<file path="config.mk">
export PLATFORM = sky130hd
export DESIGN_NAME = occupancy_port_arbiter
export DESIGN_NICKNAME = d
export VERILOG_FILES = /design/src/rtl/occupancy_pkg.sv /design/src/rtl/occupancy_sat_add.sv /design/src/rtl/occupancy_port_arbiter.sv
export SDC_FILE = /design/constraint.sdc
export NUM_CORES = 1
export LEC_CHECK = 0
export CORE_ASPECT_RATIO = 1.75
export CORE_MARGIN = 3
export CORE_UTILIZATION = 29
export DETAILED_ROUTE_END_ITERATION = 6
export GPL_ROUTABILITY_DRIVEN = 0
export GPL_TIMING_DRIVEN = 0
export SLEW_MARGIN = 20
export SYNTH_ARGS = -nofsm -noshare
export SYNTH_HDL_FRONTEND = slang
export SYNTH_SLANG_ARGS = --single-unit
</file>
<file path="constraint.sdc">
create_clock -name clock -period 5.5 [get_ports clock]
set_clock_uncertainty 0.05 [all_clocks]
set_input_delay 1.1 -clock clock [delete_from_list [all_inputs] [get_ports clock]]
set_output_delay 1.1 -clock clock [all_outputs]
set_load 0.1 [all_outputs]
</file>
<file path="src/rtl/occupancy_pkg.sv">
// Shared types and constants for the occupancy grid port arbiter.
package occupancy_pkg;

  localparam int unsigned CELL_W_DEF = 8;

  typedef enum logic [1:0] {
    ST_IDLE,
    ST_CLEAR,
    ST_UPD_WR
  } state_t;

  typedef logic signed [CELL_W_DEF-1:0] cell_t;

  localparam cell_t CELL_MAX = {1'b0, {(CELL_W_DEF-1){1'b1}}};
  localparam cell_t CELL_MIN = {1'b1, {(CELL_W_DEF-1){1'b0}}};

endpackage

</file>
<file path="src/rtl/occupancy_sat_add.sv">
// Combinational saturating signed adder for log-odds cell updates.
module occupancy_sat_add
  import occupancy_pkg::*;
#(
  parameter int unsigned W = CELL_W_DEF
) (
  input  logic signed [W-1:0] a,
  input  logic signed [W-1:0] b,
  output logic signed [W-1:0] sum
);

  localparam logic signed [W-1:0] MAXV = {1'b0, {(W-1){1'b1}}};
  localparam logic signed [W-1:0] MINV = {1'b1, {(W-1){1'b0}}};

  logic signed [W:0] wide;

  // Overflow shows up as disagreement between the two top bits of the wide sum.
  always_comb begin
    wide = {a[W-1], a} + {b[W-1], b};
    if (wide[W] != wide[W-1]) begin
      sum = wide[W] ? MINV : MAXV;
    end else begin
      sum = wide[W-1:0];
    end
  end

endmodule

</file>
<file path="src/rtl/occupancy_port_arbiter.sv">
// Single-port occupancy grid RAM owner: clear sweep, saturating RMW updates, reads.
// Optional read starvation guard enabled by defining OCC_ARB_STARVE_GUARD_EN.
module occupancy_port_arbiter
  import occupancy_pkg::*;
#(
  parameter int unsigned ADDR_W = 16,
  parameter int unsigned CELL_W = CELL_W_DEF
`ifdef OCC_ARB_STARVE_GUARD_EN
  ,
  parameter int unsigned STARVE_MAX = 8
`endif
) (
  input  logic              clock,
  input  logic              reset,
  input  logic              clear_req,
  output logic              clear_busy,
  input  logic              upd_valid,
  output logic              upd_ready,
  input  logic [ADDR_W-1:0] upd_addr,
  input  logic [CELL_W-1:0] upd_delta,
  input  logic              rd_valid,
  output logic              rd_ready,
  input  logic [ADDR_W-1:0] rd_addr,
  output logic              rd_data_valid,
  output logic [CELL_W-1:0] rd_data,
  output logic [ADDR_W-1:0] mem_addr,
  output logic              mem_we,
  output logic [CELL_W-1:0] mem_wdata,
  input  logic [CELL_W-1:0] mem_rdata,
  output logic              busy
);

  state_t            state;
  logic              clear_pending;
  logic [ADDR_W-1:0] counter;
  logic [ADDR_W-1:0] last_addr;
  logic [ADDR_W-1:0] upd_addr_q;
  logic [CELL_W-1:0] upd_delta_q;
  logic [CELL_W-1:0] sat_sum;
  logic              read_first;
  logic              idle_free;
  logic              grant_clear;
  logic              grant_upd;
  logic              grant_rd;

  occupancy_sat_add #(.W(CELL_W)) u_sat_add (
    .a   (mem_rdata),
    .b   (upd_delta_q),
    .sum (sat_sum)
  );

  // One grant per IDLE cycle; nothing is granted while reset is asserted.
  assign idle_free   = (state == ST_IDLE) && !clear_pending && !reset;
  assign grant_clear = (state == ST_IDLE) && clear_pending && !reset;
  assign grant_upd   = idle_free && upd_valid && !(read_first && rd_valid);
  assign grant_rd    = idle_free && rd_valid && (!upd_valid || read_first);

  assign upd_ready  = grant_upd;
  assign rd_ready   = grant_rd;
  assign clear_busy = (state == ST_CLEAR);
  assign busy       = (state != ST_IDLE);
  assign rd_data    = rd_data_valid ? mem_rdata : '0;

`ifdef OCC_ARB_STARVE_GUARD_EN
  localparam int unsigned SC_W = $clog2(STARVE_MAX + 1);

  logic [SC_W-1:0] starve_cnt;

  assign read_first = (starve_cnt >= SC_W'(STARVE_MAX));

  // Consecutive update wins while a read waits; any read grant or idle read port resets it.
  always_ff @(posedge clock) begin
    if (reset) begin
      starve_cnt <= '0;
    end else if (!rd_valid || grant_rd) begin
      starve_cnt <= '0;
    end else if (grant_upd && !read_first) begin
      starve_cnt <= starve_cnt + SC_W'(1);
    end
  end
`else
  assign read_first = 1'b0;
`endif

  // RAM port mux; writes are suppressed in a reset cycle so aborts never land.
  always_comb begin
    mem_addr  = last_addr;
    mem_we    = 1'b0;
    mem_wdata = '0;
    case (state)
      ST_IDLE: begin
        if (grant_upd) begin
          mem_addr = upd_addr;
        end else if (grant_rd) begin
          mem_addr = rd_addr;
        end
      end
      ST_CLEAR: begin
        mem_addr = counter;
        mem_we   = !reset;
      end
      ST_UPD_WR: begin
        mem_addr  = upd_addr_q;
        mem_we    = !reset;
        mem_wdata = sat_sum;
      end
      default: ;
    endcase
  end

  always_ff @(posedge clock) begin
    if (reset) begin
      state         <= ST_IDLE;
      clear_pending <= 1'b0;
      counter       <= '0;
      last_addr     <= '0;
      upd_addr_q    <= '0;
      upd_delta_q   <= '0;
      rd_data_valid <= 1'b0;
    end else begin
      last_addr     <= mem_addr;
      rd_data_valid <= grant_rd;
      // A new request in the grant cycle re-arms the pending flag for a second sweep.
      if (grant_clear) clear_pending <= 1'b0;
      if (clear_req)   clear_pending <= 1'b1;
      case (state)
        ST_IDLE: begin
          if (grant_clear) begin
            counter <= '0;
            state   <= ST_CLEAR;
          end else if (grant_upd) begin
            upd_addr_q  <= upd_addr;
            upd_delta_q <= upd_delta;
            state       <= ST_UPD_WR;
          end
        end
        ST_CLEAR: begin
          counter <= counter + ADDR_W'(1);
          if (counter == '1) state <= ST_IDLE;
        end
        ST_UPD_WR: state <= ST_IDLE;
        default:   state <= ST_IDLE;
      endcase
    end
  end

endmodule

</file>
==> results of run 1 <==
==> power groups by stage <==
stage / logic (mW) / clock network, mW / registers, mW
2_1_floorplan: 0.316 / 0 / 0.473
3_3_place_gp: 0.445 / 0 / 0.473
3_5_place_dp: 0.449 / 0 / 0.474
4_1_cts: 0.450 / 0.557 / 0.465
5_1_grt: 0.477 / 0.579 / 0.467
6_report: 0.447 / 0.546 / 0.465
==> stage by stage <==
stage	hold WS [ns]	worst slack, ns	area, um2
4_1_cts	0.404	0.0498	4770
3_5_place_dp	0.397	-0.0250	4480
3_3_place_gp	0.393	0.00969	4480
5_1_grt	0.419	0.115	4790
6_report	0.403	0.247	4790
2_1_floorplan	0.386	0.333	3430
==> flip-flops by register name (all words and copies together) (netlist names) <==
name,cells
counter,16
last_addr,16
upd_addr_q,16
upd_delta_q,8
state,2
clear_pending,1
rd_data_valid,1
==> placed cells by master, fill, tap and decap left out, drive strengths merged, types with 17 or more instances in the layout <==
cell,count
nand2,62
clkbuf,28
nand3,31
a21o,19
nor2,23
a31oi,21
nor2b,19
a21oi,38
o21ai,17
a22oi,17
dfxtp,60
clkdlybuf4s50,82
==> layout make-up <==
| class | count | area, um2 |
|---|---|---|
| tap | 132 | 165 |
| inverter | 13 | 48.8 |
| clock buffer | 10 | 239 |
| multi-input combinational | 336 | 2050 |
| fill | 1186 | 6570 |
| buffer | 27 | 125 |
| timing repair buffer | 89 | 905 |
| sequential | 60 | 1200 |
| clock inverter | 5 | 52.6 |
==> layer usage <==
metal / vias up / GRT usage (%) / share of wire, %
met3: 28 / 3.36 / 6.0
li1: 1771 / - / -
met5: - / 0 / 0
met1: 1649 / 18.3 / 37
met2: 140 / 33.1 / 54
met4: 0 / 8.32 / 3.4
==> cell families (layout without fill, tap and decap cells) <==
family / Yosys count / after routing
AOI/OAI and AO/OA: 136 / 136
xor gates and xnor gates: 12 / 12
adders and majority gates: 14 / 14
buffers and inverters: 40 / 144
DFF: 60 / 60
muxes: 2 / 2
and+or+nand+nor: 172 / 172
==> critical path, stage by stage <==
cell	delay, ns
sky130_fd_sc_hd__clkdlybuf4s50_1	0.54
sky130_fd_sc_hd__nor2b_1	0.15
sky130_fd_sc_hd__buf_2	0.19
sky130_fd_sc_hd__clkbuf_1	0.39
sky130_fd_sc_hd__nand3_1	0.15
sky130_fd_sc_hd__a31oi_1	0.29
sky130_fd_sc_hd__a21o_1	0.15
sky130_fd_sc_hd__clkdlybuf4s50_1	1.13
==> final timing paths <==
check                                   from                         end  slack, ns  depth (start not counted)
hold reg to reg   upd_addr_q[9]$_SDFFE_PP0P_  upd_addr_q[9]$_SDFFE_PP0P_       0.40                          2
setup reg to reg       state[1]$_SDFFE_PP0P_     last_addr[3]$_SDFF_PP0_       3.27                         10
hold / removal    upd_addr_q[9]$_SDFFE_PP0P_  upd_addr_q[9]$_SDFFE_PP0P_       0.40                          2
setup / recovery                   upd_valid                 mem_addr[3]       0.25                          8
==> what timing repair did <==
item                                    in CTS  in global routing
endpoints found under the setup margin       1                  6
buffers inserted                             0                  0
resized for setup                            1                  6
==> results_dict.tcl, run 1 <==
set metrics [dict create \
    hold_viol 0 \
    remaining_drc_errors 0 \
    die_area_um2 13200 \
    hold_class "reg -> reg" \
    worst-slew-pin-transition_ns 0.997 \
    io_pins 91 \
    setup_violations 0 \
    run_status "finished, final reports clean" \
    clock-sinks 60 \
    core.rowCount 51 \
    wl_per_cell_um 16.7 \
    critPathKind "in -> out" \
    combinational_family_with_the_most_area_after_synthesis "compound AO/OA/AOI/OAI gates" \
    internal_power_mw 0.945 \
    seq_power_share_pct 31.9 \
    synth_compound_area_share_pct 26.0 \
    dr_total_vias 3588 \
    yosys.area_share.simple_pct 24.9 \
    synth_cells 436 \
    final_core_density_pct 42.1 \
    yosys.area.top_type "sky130_fd_sc_hd__dfxtp_1" \
    grt_antenna_before_repair 0 \
    netlist_top_cells_area "sky130_fd_sc_hd__dfxtp_1 (35%), sky130_fd_sc_hd__nand2_1 (6.8%), sky130_fd_sc_hd__a21oi_1 (5.6%)" \
    async_reset_ff_share_pct 0 \
    ir_drop_v 0.000200 \
    pwr_per_cell_area_nw_per_um2 305 \
    synthAdderAreaFrac_pct 5.33 \
    ctsHoldBuffers 0 \
    detailedRoute.firstIterationViolations 207 \
    p_sw_share_pct 35.2 \
    setup_crit_end_kind "output port" \
    cts_root_buf "sky130_fd_sc_hd__clkbuf_16" \
    clk-insertion-delay-late_ns 0.33 \
    routed_wl_um 11200 \
    design_power_total_mw 1.46 \
    drtAntennaViolNets 0 \
    non_filler_cells_in_the_finished_layout 672 \
    share_comb_of_total_power_pct 30.7 \
    p_sw_mw 0.514 \
    grt.overflow.total 0 \
    dominantRegCellSynth "sky130_fd_sc_hd__dfxtp_1" \
    setup_repair_after_global_routing_missed_its_margin "false" \
    areaGrowthSynthToFinish_pct 39.7 \
    library_cell_with_the_highest_instance_count_after_synthesis "sky130_fd_sc_hd__nand2_1" \
    final.period_utilization_pct 95.5 \
    drt_pass1_iterations 5 \
    netlist_top_cells_count "sky130_fd_sc_hd__nand2_1 (62), sky130_fd_sc_hd__dfxtp_1 (60), sky130_fd_sc_hd__a21oi_1 (38)" \
    max_cap_violations 0 \
    worstPathRequired_ns 4.35 \
    library_cells_used_by_synthesis 49 \
    globalRouteTotalUtil_pct 17.7 \
    post_drt_via_cell_ratio 5.34 \
    cts_tree "yes" \
    timing.max_slew.rel_slack_pct 33.3 \
    initial_utilization_pct 30.2 \
    die_y_um 150 \
    ys_seq_area_share_pct 35.1 \
    clk_pin_slew_ns 0.05 \
    placedCellCount 657 \
    final_max_slew_viol_count 0 \
    yosys-mux-area-fraction_pct 0.584 \
    syn-num-nets 503 \
    crit_path_start_kind "input pin" \
    drive_above_1_share_pct 6.11 \
    max_freq_ghz 0.190 \
    core-area_um2 11400 \
    power_frac_clock_pct 37.4 \
    netlist.area_leader.share_pct 35.1 \
    cts-buffers-inserted 9 \
    crit_arrival_ns 4.10 \
    dieWidth_um 88.2 \
    yosys_warnings 0 \
    synthesis.area_um2 3430 \
    h-tree-depth 3 \
    setup_total_negative_slack_ns 0 \
    grt_max_degree 11 \
    yosys.area_share.xor_xnor_pct 3.07 \
    antenna_cells 0 \
    min_period_ns 5.25 \
    detailedPlacementHpwl_um 8890 \
    worstPathMaxFanout 10 \
    leakage_nw 1.95 \
    first_global_vias 3665 \
    layout.nets 603 \
    placement.io_buffers 89 \
    avgSynthCellArea_um2 7.86 \
    synth_edf_count 0 \
    wire_length_of_the_first_global_routing_pass_um 18000 \
    synth.ff_latch_count 60 \
    max-clock-path-buffers 2 \
]
No activity file was read; power rests on OpenSTA's default activity.
==> inputs of run 2 (changes only) <==
--- a/config.mk
+++ b/config.mk
@@ -8,6 +8,7 @@
 export CORE_ASPECT_RATIO = 1.75
 export CORE_MARGIN = 3
 export CORE_UTILIZATION = 29
+export CTS_BUF_LIST = sky130_fd_sc_hd__clkbuf_8
 export DETAILED_ROUTE_END_ITERATION = 6
 export GPL_ROUTABILITY_DRIVEN = 0
 export GPL_TIMING_DRIVEN = 0
==> results_dict.tcl, run 2 (synthesis gave the netlist of run 1 again) <==
set metrics [dict create \
    ir_drop_v 0.000151 \
    max_freq_ghz 0.191 \
    hold_path_startpoint "upd_addr_q[9]$_SDFFE_PP0P_" \
    wire_length_of_the_first_global_routing_pass_um 18000 \
    grt.overflow.total 0 \
    timing.critical_path.slowest_stage_cell "sky130_fd_sc_hd__dlygate4sd2_1" \
    worstPathMaxFanout 8 \
    setup_total_negative_slack_ns 0 \
    clk_pin_slew_ns 0.07 \
    ctsHoldBuffers 0 \
    dieWidth_um 88.2 \
    drtAntennaViolNets 0 \
    crit_arrival_ns 4.09 \
    multi_input_logic_area_um2 2050 \
    final_max_slew_viol_count 0 \
    non_filler_cells_in_the_finished_layout 672 \
    largest_registers_ranked_by_flip_flop_count "counter (16), last_addr (16), upd_addr_q (16)" \
    globalRouteTotalUtil_pct 17.8 \
    run_status "finished, final reports clean" \
    post-cts-setup-buffer-count 0 \
    max_cap_violations 0 \
    cts_root_buf "sky130_fd_sc_hd__clkbuf_8" \
    die_area_um2 13200 \
    layout_common_cells "sky130_fd_sc_hd__clkdlybuf4s50_1 (82), sky130_fd_sc_hd__nand2_1 (62), sky130_fd_sc_hd__dfxtp_1 (60)" \
    worst-slew-pin-transition_ns 1.00 \
    wl_per_cell_um 16.6 \
    path_cells "clkdlybuf4s50_1 -> ha_1 -> o21ai_1 -> or3_4 -> and3_1 -> buf_6 -> a211o_1 -> a31oi_1 -> dlygate4sd2_1" \
    clock-sinks 60 \
    remaining_drc_errors 0 \
    setup_violations 0 \
    routed_wl_um 11200 \
    timing.max_slew.rel_slack_pct 33.0 \
    final_common_cell "sky130_fd_sc_hd__clkdlybuf4s50_1" \
    post_drt_via_cell_ratio 5.25 \
    detailedPlacementHpwl_um 8890 \
    pwr_per_cell_area_nw_per_um2 277 \
    fill_cell_count 1194 \
    final.period_utilization_pct 95.3 \
    cts-buffers-inserted 9 \
    placedInstanceArea_um2 4480 \
    critPathKind "in -> out" \
    core-area_um2 11400 \
    max_stage_delay_ns 0.88 \
    setup_crit_end_kind "output port" \
    min_period_ns 5.24 \
    timing.reg2reg.setup_slack_ns 3.27 \
    finish.instance_area_um2 4690 \
    placement.io_buffers 89 \
    worstPathRequired_ns 4.35 \
    grt_max_degree 11 \
    holdPathStages 2 \
    crit_path_start_kind "input pin" \
    drt_pass1_iterations 4 \
    max-clock-path-buffers 2 \
    dr_total_vias 3531 \
    crit_start "mem_rdata[3]" \
    detailedRoute.firstIterationViolations 225 \
    placedCellCount 657 \
    hold_viol 0 \
    areaGrowthSynthToFinish_pct 36.8 \
    layout.nets 603 \
    drive_above_1_share_pct 6.11 \
    post_cts_resized 1 \
    reg2reg_to "last_addr[3]$_SDFF_PP0_" \
    core.rowCount 51 \
    io_pins 91 \
    seqCellArea_um2 1200 \
    leakage_nw 1.91 \
    antenna_cells 0 \
    fin_hold_ws_ns 0.405 \
    whs_endpoint "upd_addr_q[9]$_SDFFE_PP0P_" \
    die_y_um 150 \
    h-tree-depth 3 \
    hold_class "reg -> reg" \
    initial_utilization_pct 30.2 \
    setup_repair_after_global_routing_missed_its_margin "false" \
    cts_tree "yes" \
    clk-insertion-delay-late_ns 0.35 \
    worstReg2RegStart "state[0]$_SDFFE_PP0P_" \
    grt_antenna_before_repair 0 \
    worst-r2r-cell-count 10 \
    first_global_vias 3665 \
]
run 2: cell count changes in the layout (fill, tap and decap cells not counted):
cell,delta
sky130_fd_sc_hd__clkbuf_8,+9
sky130_fd_sc_hd__clkbuf_16,-9
run 2: worst max-delay path: cells and delay by family:
kind	cells	cell delay (ns)
buffers and inverters	3	1.47
AND/OR/NAND/NOR	2	0.62
AO/OA/AOI/OAI	3	0.54
adder cells (fa/ha/maj)	1	0.37
run 2: cell type report:
type                            count  share of cell area [%]
Clock inverter                      5                    1.12
Multi-Input combinational cell    336                    43.8
Timing Repair Buffer               89                    19.3
Clock buffer                       10                    2.94
Buffer                             27                    2.67
Sequential cell                    60                    25.6
Inverter                           13                    1.04
Tap cell                          132                    3.52
run 2: worst max path at each step:
stage | end | slack (ns)
2_1_floorplan | mem_wdata[3] | 0.33
3_3_place_gp | mem_wdata[3] | 0.01
3_5_place_dp | mem_wdata[3] | -0.02
4_1_cts | mem_wdata[1] | 0.05
5_1_grt | mem_addr[3] | 0.09
6_report | mem_wdata[3] | 0.26
run 2: power breakdown:
group	internal (mW)	total, mW	leakage [nW]	switching [mW]
logic	0.133	0.447	1.32	0.313
registers	0.454	0.464	0.487	0.0102
clock network	0.216	0.387	0.0979	0.171
total	0.803	1.30	1.91	0.495
run 2: layer usage:
layer | vias to the layer above | track usage, % | share of wire (%)
met5 | - | 0 | 0
met4 | 0 | 8.55 | 2.6
met3 | 19 | 3.86 | 5.6
met2 | 125 | 32.8 | 55
met1 | 1623 | 18.3 | 37
li1 | 1764 | - | -
run 2: through the flow:
step / utilization (%) / power, mW / setup WS, ns
3_5_place_dp: 39.5 / 0.922 / -0.0250
2_1_floorplan: - / 0.788 / 0.333
6_report: 41.3 / 1.30 / 0.261
4_1_cts: 41.1 / 1.31 / 0.0498
5_1_grt: 41.3 / 1.36 / 0.0939
3_3_place_gp: 39.5 / 0.918 / 0.00969
==> inputs of run 3 (changes only) <==
--- a/config.mk
+++ b/config.mk
@@ -10,6 +10,7 @@
 export CORE_UTILIZATION = 29
 export CTS_BUF_LIST = sky130_fd_sc_hd__clkbuf_8
 export DETAILED_ROUTE_END_ITERATION = 6
+export DONT_BUFFER_PORTS = 1
 export GPL_ROUTABILITY_DRIVEN = 0
 export GPL_TIMING_DRIVEN = 0
 export SLEW_MARGIN = 20
==> results_dict.tcl, run 3 (synthesis gave the netlist of run 1 again) <==
set metrics [dict create \
    io_pins 91 \
    min_period_ns 4.78 \
    cts_root_buf "sky130_fd_sc_hd__clkbuf_8" \
    worstPathMaxFanout 10 \
    non_filler_cells_in_the_finished_layout 584 \
    layout_common_cells "sky130_fd_sc_hd__nand2_1 (62), sky130_fd_sc_hd__dfxtp_1 (59), sky130_fd_sc_hd__a21oi_1 (36)" \
    critPathKind "in -> out" \
    drt_pass1_iterations 5 \
    crit_arrival_ns 3.63 \
    grt_use_met2_pct 28.5 \
    die_area_um2 13200 \
    drtAntennaViolNets 0 \
    detailedPlacementHpwl_um 8140 \
    hold_class "reg -> reg" \
    clk_pin_slew_ns 0.07 \
    worst_path_most_repeated_cell "sky130_fd_sc_hd__nand2_1" \
    met1_resource_use_gr_pct 18.0 \
    max_cap_violations 0 \
    ctsHoldBuffers 0 \
    ir_drop_v 0.000210 \
    globalRouteTotalUtil_pct 16.1 \
    path_cells "clkbuf_1 -> nor3b_2 -> nand2_1 -> inv_2 -> buf_2 -> nand2_1 -> a31oi_1 -> a21o_1" \
    max_stage_delay_ns 0.71 \
    routed_wl_um 10600 \
    initial_utilization_pct 30.2 \
    worstPathRequired_ns 4.35 \
    detailedRoute.firstIterationViolations 142 \
    grt.overflow.total 0 \
    layout.nets 514 \
    max_freq_ghz 0.209 \
    areaGrowthSynthToFinish_pct 15.0 \
    leakage_nw 1.50 \
    run_status "finished, final reports clean" \
    antenna_cells 0 \
    dr_total_vias 3330 \
    die_y_um 150 \
    grt_max_degree 13 \
    wire_length_of_the_first_global_routing_pass_um 16600 \
    drive_above_1_share_pct 9.96 \
    setup_crit_end_kind "output port" \
    h-tree-depth 3 \
    max-clock-path-buffers 2 \
    post_cts_resized 0 \
    placement.io_buffers 0 \
    timing.critical_path.slowest_stage_cell "sky130_fd_sc_hd__a21o_1" \
    grt_antenna_before_repair 0 \
    first_global_vias 3321 \
    setup_violations 0 \
    clk-insertion-delay-late_ns 0.35 \
    final_max_slew_viol_count 0 \
    hold_viol 0 \
    final_common_cell "sky130_fd_sc_hd__nand2_1" \
    placedCellCount 568 \
    timing.max_slew.rel_slack_pct 21.4 \
    final.period_utilization_pct 87.0 \
    setup_total_negative_slack_ns 0 \
    post-cts-setup-buffer-count 0 \
    cts-buffers-inserted 9 \
    setup_repair_after_global_routing_missed_its_margin "false" \
    globalRoute.busiestLayer "met2" \
    core.rowCount 51 \
    pwr_per_cell_area_nw_per_um2 340 \
    core-area_um2 11400 \
    clock-sinks 60 \
    post_drt_via_cell_ratio 5.70 \
    remaining_drc_errors 0 \
    worst-slew-pin-transition_ns 1.18 \
    met3_usage_pct 3.80 \
    cts_tree "yes" \
    dieWidth_um 88.2 \
    crit_path_start_kind "input pin" \
    largest_registers_ranked_by_flip_flop_count "counter (16), last_addr (16), upd_addr_q (16)" \
    wl_per_cell_um 18.1 \
]
## run 3: stage by stage
step                      power, mW  cell area, um2  utilization, %  setup slack, ns  hold WS [ns]
final                          1.34            3940            34.7            0.717         0.406
after global routing           1.39            3940            34.7            0.535         0.424
after CTS                      1.35            3940            34.7            0.679         0.406
after detailed placement      0.854            3690            32.5            0.700         0.396
after global placement        0.833            3590            31.6            0.178         0.393
after floorplan               0.788            3430               -            0.333         0.386
## run 3: worst paths after layout
kind,start,slack [ns],to,cells after the start
max reg2reg,state[0]$_SDFFE_PP0P_,2.25,last_addr[3]$_SDFF_PP0_,10
min reg2reg,upd_addr_q[12]$_SDFFE_PP0P_,0.41,upd_addr_q[12]$_SDFFE_PP0P_,2
max,reset,0.72,mem_addr[3],8
min,upd_addr_q[12]$_SDFFE_PP0P_,0.41,upd_addr_q[12]$_SDFFE_PP0P_,2
## run 3: layout make-up
class                   instances  area, um2
plain buffers                  27        125
clock buffers                   9        124
clock inverters                 7        124
fillers                      1195       7420
inverters                      13       48.8
multi-input cells             336       2150
flip-flops and latches         60       1200
well taps                     132        165
## run 3: worst max-delay path, delay by kind of cell
| family | cells | cell delay (ns) |
|---|---|---|
| buffers and inverters | 3 | 0.95 |
| AO/OA/AOI/OAI | 2 | 0.95 |
| AND/OR/NAND/NOR | 3 | 0.62 |
## run 3: per-layer routing
| layer | wire length [um] | vias to the layer above | share of wire, % |
|---|---|---|---|
| li1 | - | 1593 | - |
| met1 | 4030 | 1579 | 38 |
| met2 | 5440 | 135 | 51 |
| met3 | 798 | 23 | 7.6 |
| met4 | 298 | 0 | 2.8 |
| met5 | 0 | - | 0 |
## run 3: power breakdown
part           switching [mW]  internal (mW)  total (mW)
Combinational           0.309         0.0699       0.378
Sequential             0.0126          0.453       0.466
Clock                   0.192          0.304       0.495
Total                   0.513          0.827        1.34
